## src/rtl/layer_sequencer_pkg.sv

```systemverilog
// Shared types and constants for the dense-layer sequencing slice.
// Holds the sequencer state encoding, the default latency counter width and
// the datapath types shared with the layer modules.
package layer_sequencer_pkg;

    typedef enum logic [1:0] {
        IDLE,
        START,
        WAIT,
        OUTPUT
    } sequencer_state;

    localparam int DEFAULT_LATENCY_WIDTH = 16;

    typedef logic signed [15:0] fixed_point;

    typedef enum logic [1:0] {
        ACT_NONE,
        ACT_RELU,
        ACT_SIGMOID
    } activation_type;

    // Width of a layer index; a single-layer chain still needs one bit.
    function automatic int index_width(input int layers);
        return (layers > 1) ? $clog2(layers) : 1;
    endfunction

endpackage

```

## src/rtl/layer_sequencer_if.sv

```systemverilog
// Handshake bundle between the sequencer, its request source, the layer
// chain and the downstream consumer. The master modport is the sequencer side.
interface layer_sequencer_if #(
    parameter int NUM_LAYERS = 3
);

    logic                  in_valid;
    logic                  in_ready;
    logic [NUM_LAYERS-1:0] layer_start;
    logic [NUM_LAYERS-1:0] layer_done;
    logic                  out_valid;
    logic                  out_ready;

    modport master (
        input  in_valid,
        output in_ready,
        output layer_start,
        input  layer_done,
        output out_valid,
        input  out_ready
    );

    modport slave (
        output in_valid,
        input  in_ready,
        input  layer_start,
        output layer_done,
        input  out_valid,
        output out_ready
    );

endinterface

```

## src/rtl/layer_sequencer_saturating_counter.sv

```systemverilog
// Up-counter that sticks at its all-ones value instead of wrapping.
// A clear restarts the count; if enable is also high the restart counts as
// the first cycle, so the value becomes 1 rather than 0.
module layer_sequencer_saturating_counter #(
    parameter int WIDTH = 16
) (
    input  logic             clock,
    input  logic             reset,
    input  logic             clear,
    input  logic             enable,
    output logic [WIDTH-1:0] value
);

    localparam logic [WIDTH-1:0] MAX_VALUE = '1;

    // Restart on clear, otherwise count up until the ceiling is reached.
    always_ff @(posedge clock) begin
        if (!reset) begin
            value <= '0;
        end else if (clear) begin
            value <= enable ? WIDTH'(1) : '0;
        end else if (enable && (value != MAX_VALUE)) begin
            value <= value + 1'b1;
        end
    end

endmodule

```

## src/rtl/layer_sequencer.sv

```systemverilog
// Sequences a chain of dense layers for one inference at a time: accepts a
// request, pulses each layer's start in order, waits for its done, then
// holds the result valid until the consumer takes it. Also records the
// accept-to-valid latency of the previous inference.
// Optional watchdog: define LAYER_SEQUENCER_WATCHDOG_EN to abort a layer that
// never finishes within TIMEOUT_CYCLES and raise a sticky error.
module layer_sequencer
    import layer_sequencer_pkg::*;
#(
    parameter int NUM_LAYERS     = 3,
    parameter int LATENCY_WIDTH  = DEFAULT_LATENCY_WIDTH,
    parameter int TIMEOUT_CYCLES = 1024
) (
    input  logic                                         clock,
    input  logic                                         reset,
    layer_sequencer_if.master                            bus,
    output logic                                         busy,
    output logic [((NUM_LAYERS > 1) ? $clog2(NUM_LAYERS) : 1)-1:0] current_layer,
    output logic [LATENCY_WIDTH-1:0]                     last_latency,
    output logic                                         error
);

    localparam int INDEX_WIDTH = index_width(NUM_LAYERS);
    localparam logic [INDEX_WIDTH-1:0] LAST_INDEX = INDEX_WIDTH'(NUM_LAYERS - 1);

    sequencer_state           state;
    sequencer_state           next_state;
    logic [INDEX_WIDTH-1:0]   index;
    logic                     accept;
    logic                     active_done;
    logic                     last_layer;
    logic                     finish;
    logic                     timeout;
    logic [LATENCY_WIDTH-1:0] latency_value;

    assign accept        = (state == IDLE) && bus.in_valid;
    assign active_done   = bus.layer_done[index];
    assign last_layer    = (index == LAST_INDEX);
    assign finish        = (state == WAIT) && active_done && last_layer;
    assign current_layer = index;

    layer_sequencer_saturating_counter #(
        .WIDTH (LATENCY_WIDTH)
    ) latency_counter (
        .clock  (clock),
        .reset  (reset),
        .clear  (accept),
        .enable (accept || (state == START) || (state == WAIT)),
        .value  (latency_value)
    );

`ifdef LAYER_SEQUENCER_WATCHDOG_EN
    localparam int WATCHDOG_WIDTH = $clog2(TIMEOUT_CYCLES + 1);

    logic [WATCHDOG_WIDTH-1:0] watchdog_value;

    layer_sequencer_saturating_counter #(
        .WIDTH (WATCHDOG_WIDTH)
    ) watchdog_counter (
        .clock  (clock),
        .reset  (reset),
        .clear  (state == START),
        .enable (state == WAIT),
        .value  (watchdog_value)
    );

    // The counter holds the number of completed WAIT cycles, so the limit
    // trips on the last permitted WAIT cycle when done is still absent.
    assign timeout = (state == WAIT) && !active_done &&
                     (watchdog_value >= WATCHDOG_WIDTH'(TIMEOUT_CYCLES - 1));

    // Sticky error: only a reset clears it.
    always_ff @(posedge clock) begin
        if (!reset) begin
            error <= 1'b0;
        end else if (timeout) begin
            error <= 1'b1;
        end
    end
`else
    assign timeout = 1'b0;
    assign error   = 1'b0;
`endif

    // State register.
    always_ff @(posedge clock) begin
        if (!reset) begin
            state <= IDLE;
        end else begin
            state <= next_state;
        end
    end

    // Next-state logic; done is only looked at in WAIT so a level left over
    // from a previous run cannot be mistaken for completion.
    always_comb begin
        next_state = state;
        case (state)
            IDLE: begin
                if (bus.in_valid) begin
                    next_state = START;
                end
            end
            START: begin
                next_state = WAIT;
            end
            WAIT: begin
                if (active_done) begin
                    next_state = last_layer ? OUTPUT : START;
                end else if (timeout) begin
                    next_state = IDLE;
                end
            end
            OUTPUT: begin
                if (bus.out_ready) begin
                    next_state = IDLE;
                end
            end
            default: begin
                next_state = IDLE;
            end
        endcase
    end

    // Moore outputs, all forced low while reset is asserted.
    always_comb begin
        bus.in_ready    = 1'b0;
        bus.layer_start = '0;
        bus.out_valid   = 1'b0;
        busy            = 1'b0;
        if (reset) begin
            case (state)
                IDLE: begin
                    bus.in_ready = 1'b1;
                end
                START: begin
                    bus.layer_start = NUM_LAYERS'(1) << index;
                    busy            = 1'b1;
                end
                WAIT: begin
                    busy = 1'b1;
                end
                OUTPUT: begin
                    bus.out_valid = 1'b1;
                    busy          = 1'b1;
                end
                default: begin
                    busy = 1'b0;
                end
            endcase
        end
    end

    // Active layer index: restarts at each accepted request or abort and
    // advances when a non-final layer reports done.
    always_ff @(posedge clock) begin
        if (!reset) begin
            index <= '0;
        end else if (accept || timeout) begin
            index <= '0;
        end else if ((state == WAIT) && active_done && !last_layer) begin
            index <= index + 1'b1;
        end
    end

    // Capture the latency as the sequencer moves into OUTPUT.
    always_ff @(posedge clock) begin
        if (!reset) begin
            last_latency <= '0;
        end else if (finish) begin
            last_latency <= latency_value;
        end
    end

endmodule

```

## src/flat_wrapper.sv

```systemverilog
// flat-port wrapper written by rule: the top's interface ports become plain ports
module layer_sequencer_flat import layer_sequencer_pkg::*;
#(
    parameter int NUM_LAYERS     = 3,
    parameter int LATENCY_WIDTH  = DEFAULT_LATENCY_WIDTH,
    parameter int TIMEOUT_CYCLES = 1024
)
  (clock, reset, busy, current_layer, last_latency, error, bus_in_valid, bus_in_ready, bus_layer_start, bus_layer_done, bus_out_valid, bus_out_ready);
  layer_sequencer_if #(.NUM_LAYERS(NUM_LAYERS)) bus_i ();
  input  logic clock;
  input  logic reset;
  output logic busy;
  output logic [((NUM_LAYERS > 1) ? $clog2(NUM_LAYERS) : 1)-1:0] current_layer;
  output logic [LATENCY_WIDTH-1:0] last_latency;
  output logic error;
  input wire logic [$bits(bus_i.in_valid)-1:0] bus_in_valid;
  output wire logic [$bits(bus_i.in_ready)-1:0] bus_in_ready;
  output wire logic [$bits(bus_i.layer_start)-1:0] bus_layer_start;
  input wire logic [$bits(bus_i.layer_done)-1:0] bus_layer_done;
  output wire logic [$bits(bus_i.out_valid)-1:0] bus_out_valid;
  input wire logic [$bits(bus_i.out_ready)-1:0] bus_out_ready;
  assign bus_i.in_valid = bus_in_valid;
  assign bus_in_ready = bus_i.in_ready;
  assign bus_layer_start = bus_i.layer_start;
  assign bus_i.layer_done = bus_layer_done;
  assign bus_out_valid = bus_i.out_valid;
  assign bus_i.out_ready = bus_out_ready;
  layer_sequencer #(.NUM_LAYERS(NUM_LAYERS), .LATENCY_WIDTH(LATENCY_WIDTH), .TIMEOUT_CYCLES(TIMEOUT_CYCLES)) u_core (.clock(clock), .reset(reset), .bus(bus_i), .busy(busy), .current_layer(current_layer), .last_latency(last_latency), .error(error));
endmodule
```

## config.mk

```make
export PLATFORM = sky130hd
export DESIGN_NAME = layer_sequencer_flat
export DESIGN_NICKNAME = d
export VERILOG_FILES = /design/src/rtl/layer_sequencer_pkg.sv /design/src/rtl/layer_sequencer_if.sv /design/src/rtl/layer_sequencer_saturating_counter.sv /design/src/rtl/layer_sequencer.sv /design/src/flat_wrapper.sv
export SDC_FILE = /design/constraint.sdc
export NUM_CORES = 1
export LEC_CHECK = 0
export ABC_CLOCK_PERIOD_IN_PS = 4000
export CORE_ASPECT_RATIO = 0.7
export CORE_MARGIN = 5
export CORE_UTILIZATION = 44
export CTS_CLUSTER_DIAMETER = 120
export DETAILED_ROUTE_END_ITERATION = 10
export PLACE_DENSITY = 0.7
export RECOVER_POWER = 25
export SYNTH_ARGS = -nofsm -noshare
export SYNTH_HDL_FRONTEND = slang
export SYNTH_HIERARCHICAL = 1
export SYNTH_SLANG_ARGS = --single-unit
```

## constraint.sdc

```tcl
create_clock -name clock -period 4 [get_ports clock]
set_input_delay 0.8 -clock clock [delete_from_list [all_inputs] [get_ports clock]]
set_output_delay 0.8 -clock clock [all_outputs]
set_load 0.01 [all_outputs]
```

==> results.toml <==
[clocking]
cts_setup_buffers = 0
clock-sinks = 36
cts-root-buf = "clkbuf_8"
cts_resized = 0
cts_htree_levels = 2
clk_latency_ns = 0.29
ctsHoldBuffers = 0
clk_pin_slew_ns = 0.06
cts_tree = "built"
cts_buffers = 5
clk_path_buf_depth = 2

[floorplanning]
die_x_um = 87.2
core-area_um2 = 3970
placementRows = 19
dieArea_um2 = 5580
pin_count = 32
fp.dieH_um = 64.0
start_util = 0.462

[critical_path]
reg2reg_to = "u_core/latency_counter/value[9]"
arrival_ns = 3.45
crit_type = "input pin to register"
rr_startpoint = "u_core/state[0]"
crit_required_ns = 4.20
r2r_slack_ns = 1.59
r2r_cells = 6
cp_max_fo = 40
critPathLaunchType = "input pin"
endpoint_kind = "register"

[timing]
worst_slack_ns = 0.745
hold_violations = 0
worst_pin_slew_ns = 1.54
rsz0062_at_grt = "false"
drv_slew = 41
skew_ns = 0.00908
finalCritPeriodShare = 0.814
fin_crit_ns = 3.25
holdWs_ns = 0.453
clock.fmax_mhz = 307
relSlewSlack = -0.0248
fin_setup_tns_ns = 0
setup_viol = 0

[placed_design]
place.gp.congestion = 0.843
placed_area_um2 = 2130
dp_hpwl_um = 2780
port_buffers = 30
place_inst = 285
dp_slack_ns = 0.922

[global_routing]
grt_pass1_vias = 1384
antenna_found_initial = 0
overflow = 0
grt_pass1_wl_um = 6500
grt_usage = 0.145
grt_max_degree = 41

[worst_hold_path]
hold_depth = 2
min_from = "u_core/last_latency[11]"
hold_path.class = "register to register"
min_to = "u_core/last_latency[11]"

[logic_synthesis]
avgSynthCellArea_um2 = 8.53
yosysWarningCount = 6
yosysUniqueCellTypes = 42
yosysSeqAreaShare = 0.393
synth_ff_type = "dfxtp_1"
ys_ff_latch = 36
syn_inst = 215
syn_nets = 226
synth_edf_count = 0
syn-cell-area_um2 = 1830
synth_async_sr_flop_share = 0

[drt]
drc_errors = 0
drt-wirelength-per-cell_um = 13.1
vias = 1614
ant_nets = 0
viasPerCell = 5.51
first_pass_iters = 5
wl_um = 3820
drtIter0Drc = 123

[power_and_ir_drop]
leakage_nw = 0.758
p_comb_frac = 0.075
swShare = 0.252
peakVddDrop_v = 0.000179
pwr-share-seq = 0.549
switchingPower_uw = 171
p_int_uw = 507
powerDensity_nw_per_um2 = 306
p_clk_frac = 0.376

[outcome]
violations = "capacitance limit, slew limit"
outcome = "finished with violations"

[final_layout]
finalInstanceArea_um2 = 2210
diodes = 0
fin_cells = 293
drive_gt1_frac = 0.0498
area_delta_synth_final_pct = 20.6
fin_nets = 251

[run]
maxCapViolations = 1
==> per-layer routing <==
layer / vias to the layer above / wire, µm / GRT usage
met5: - / 0 / 0
met4: 0 / 37 / 0.0536
met3: 5 / 233 / 0.0385
met2: 43 / 1550 / 0.199
met1: 738 / 2000 / 0.215
li1: 828 / - / -
==> power by group through the flow <==
| stage | registers [mW] | logic (mW) | clock network [mW] |
|---|---|---|---|
| final | 0.372 | 0.0511 | 0.255 |
| after global routing | 0.373 | 0.0580 | 0.278 |
| after CTS | 0.372 | 0.0520 | 0.262 |
| after detailed placement | 0.380 | 0.0516 | 0 |
| after global placement | 0.379 | 0.0514 | 0 |
| after floorplan | 0.375 | 0.0369 | 0 |
==> flip-flops by register name (all words and copies together), names as in the netlist <==
name / count
u_core/current_layer: 2
u_core/last_latency: 16
u_core/latency_counter/value: 16
u_core/state: 2
==> final cells by class <==
cell class / count / area (µm²)
Clock buffer: 5 / 68.8
Clock inverter: 3 / 18.8
Fill cell: 360 / 1760
Inverter: 6 / 22.5
Multi-Input combinational cell: 160 / 1010
Sequential cell: 36 / 721
Tap cell: 52 / 65.1
Timing Repair Buffer: 31 / 304
==> cell families (layout without fill, tap and decap cells) <==
group                      count (synthesis)  after routing  synth area share
DFF                                       36             36             0.393
buffers and inverters                     19             45            0.0553
adders and majority gates                  4              4            0.0273
other                                      1              1           0.00204
muxes                                     18             18            0.0982
AOI/OAI and AO/OA                         38             38             0.144
and+or+nand+nor                           99             99             0.280
==> cells in the mapped netlist, drive strengths merged (3+ instances only) <==
| master | instances | area (µm²) |
|---|---|---|
| nor2b | 3 | 18.8 |
| or4 | 7 | 52.6 |
| nand3 | 9 | 45.0 |
| mux2i | 18 | 180 |
| nor4 | 3 | 25.0 |
| a21oi | 12 | 60.1 |
| nor3b | 3 | 22.5 |
| o31ai | 6 | 45.0 |
| and2 | 3 | 18.8 |
| nor3 | 5 | 25.0 |
| dfxtp | 36 | 721 |
| nand2 | 46 | 173 |
| clkbuf | 8 | 30.0 |
| buf | 5 | 48.8 |
| or3 | 3 | 18.8 |
| o21ai | 5 | 25.0 |
| inv | 6 | 22.5 |
| nor2 | 4 | 15.0 |
| nand4 | 6 | 52.6 |
| ha | 4 | 50.1 |
| nand2b | 3 | 18.8 |
==> worst max-delay path, stage by stage <==
cell and delay (ns):
dlygate4sd3_1 0.61, clkbuf_1 1.14, nand2b_1 0.58, nor3_1 0.31
==> placed cells by master (no fill, tap or decap), types with 2 or more instances in the layout <==
cell type	n
o211a_1	2
ha_1	4
a21oi_1	12
nor3b_1	3
o31ai_1	6
nand4_1	5
dlygate4sd3_1	14
or3_1	3
nor4_1	2
or4_1	7
o311ai_0	2
nand2b_1	3
nor2_1	4
nand3_1	9
dfxtp_1	36
mux2i_1	18
o21ai_0	5
nor2b_1	3
and2_1	3
nor3_1	5
o21a_1	2
clkbuf_8	5
nand2_1	46
clkinv_2	2
inv_1	6
clkdlybuf4s50_1	16
and3_1	2
==> per-stage QoR <==
stage	total power, mW	utilization
finish	0.677	0.557
global route	0.709	0.557
CTS	0.685	0.558
floorplan	0.412	-
global placement	0.431	0.536
detailed placement	0.431	0.536
==> how the worst max path moves through the flow <==
stage                 start                          endpoint  cells after the start
2_1_floorplan  bus_in_valid   u_core/latency_counter/value[9]                      7
3_3_place_gp   bus_in_valid  u_core/latency_counter/value[10]                      7
3_5_place_dp   bus_in_valid  u_core/latency_counter/value[15]                      7
6_report              reset  u_core/latency_counter/value[14]                      4
4_1_cts               reset                bus_layer_start[2]                      5
5_1_grt               reset  u_core/latency_counter/value[14]                      4
Note: power is estimated with default switching activity, not from simulation.
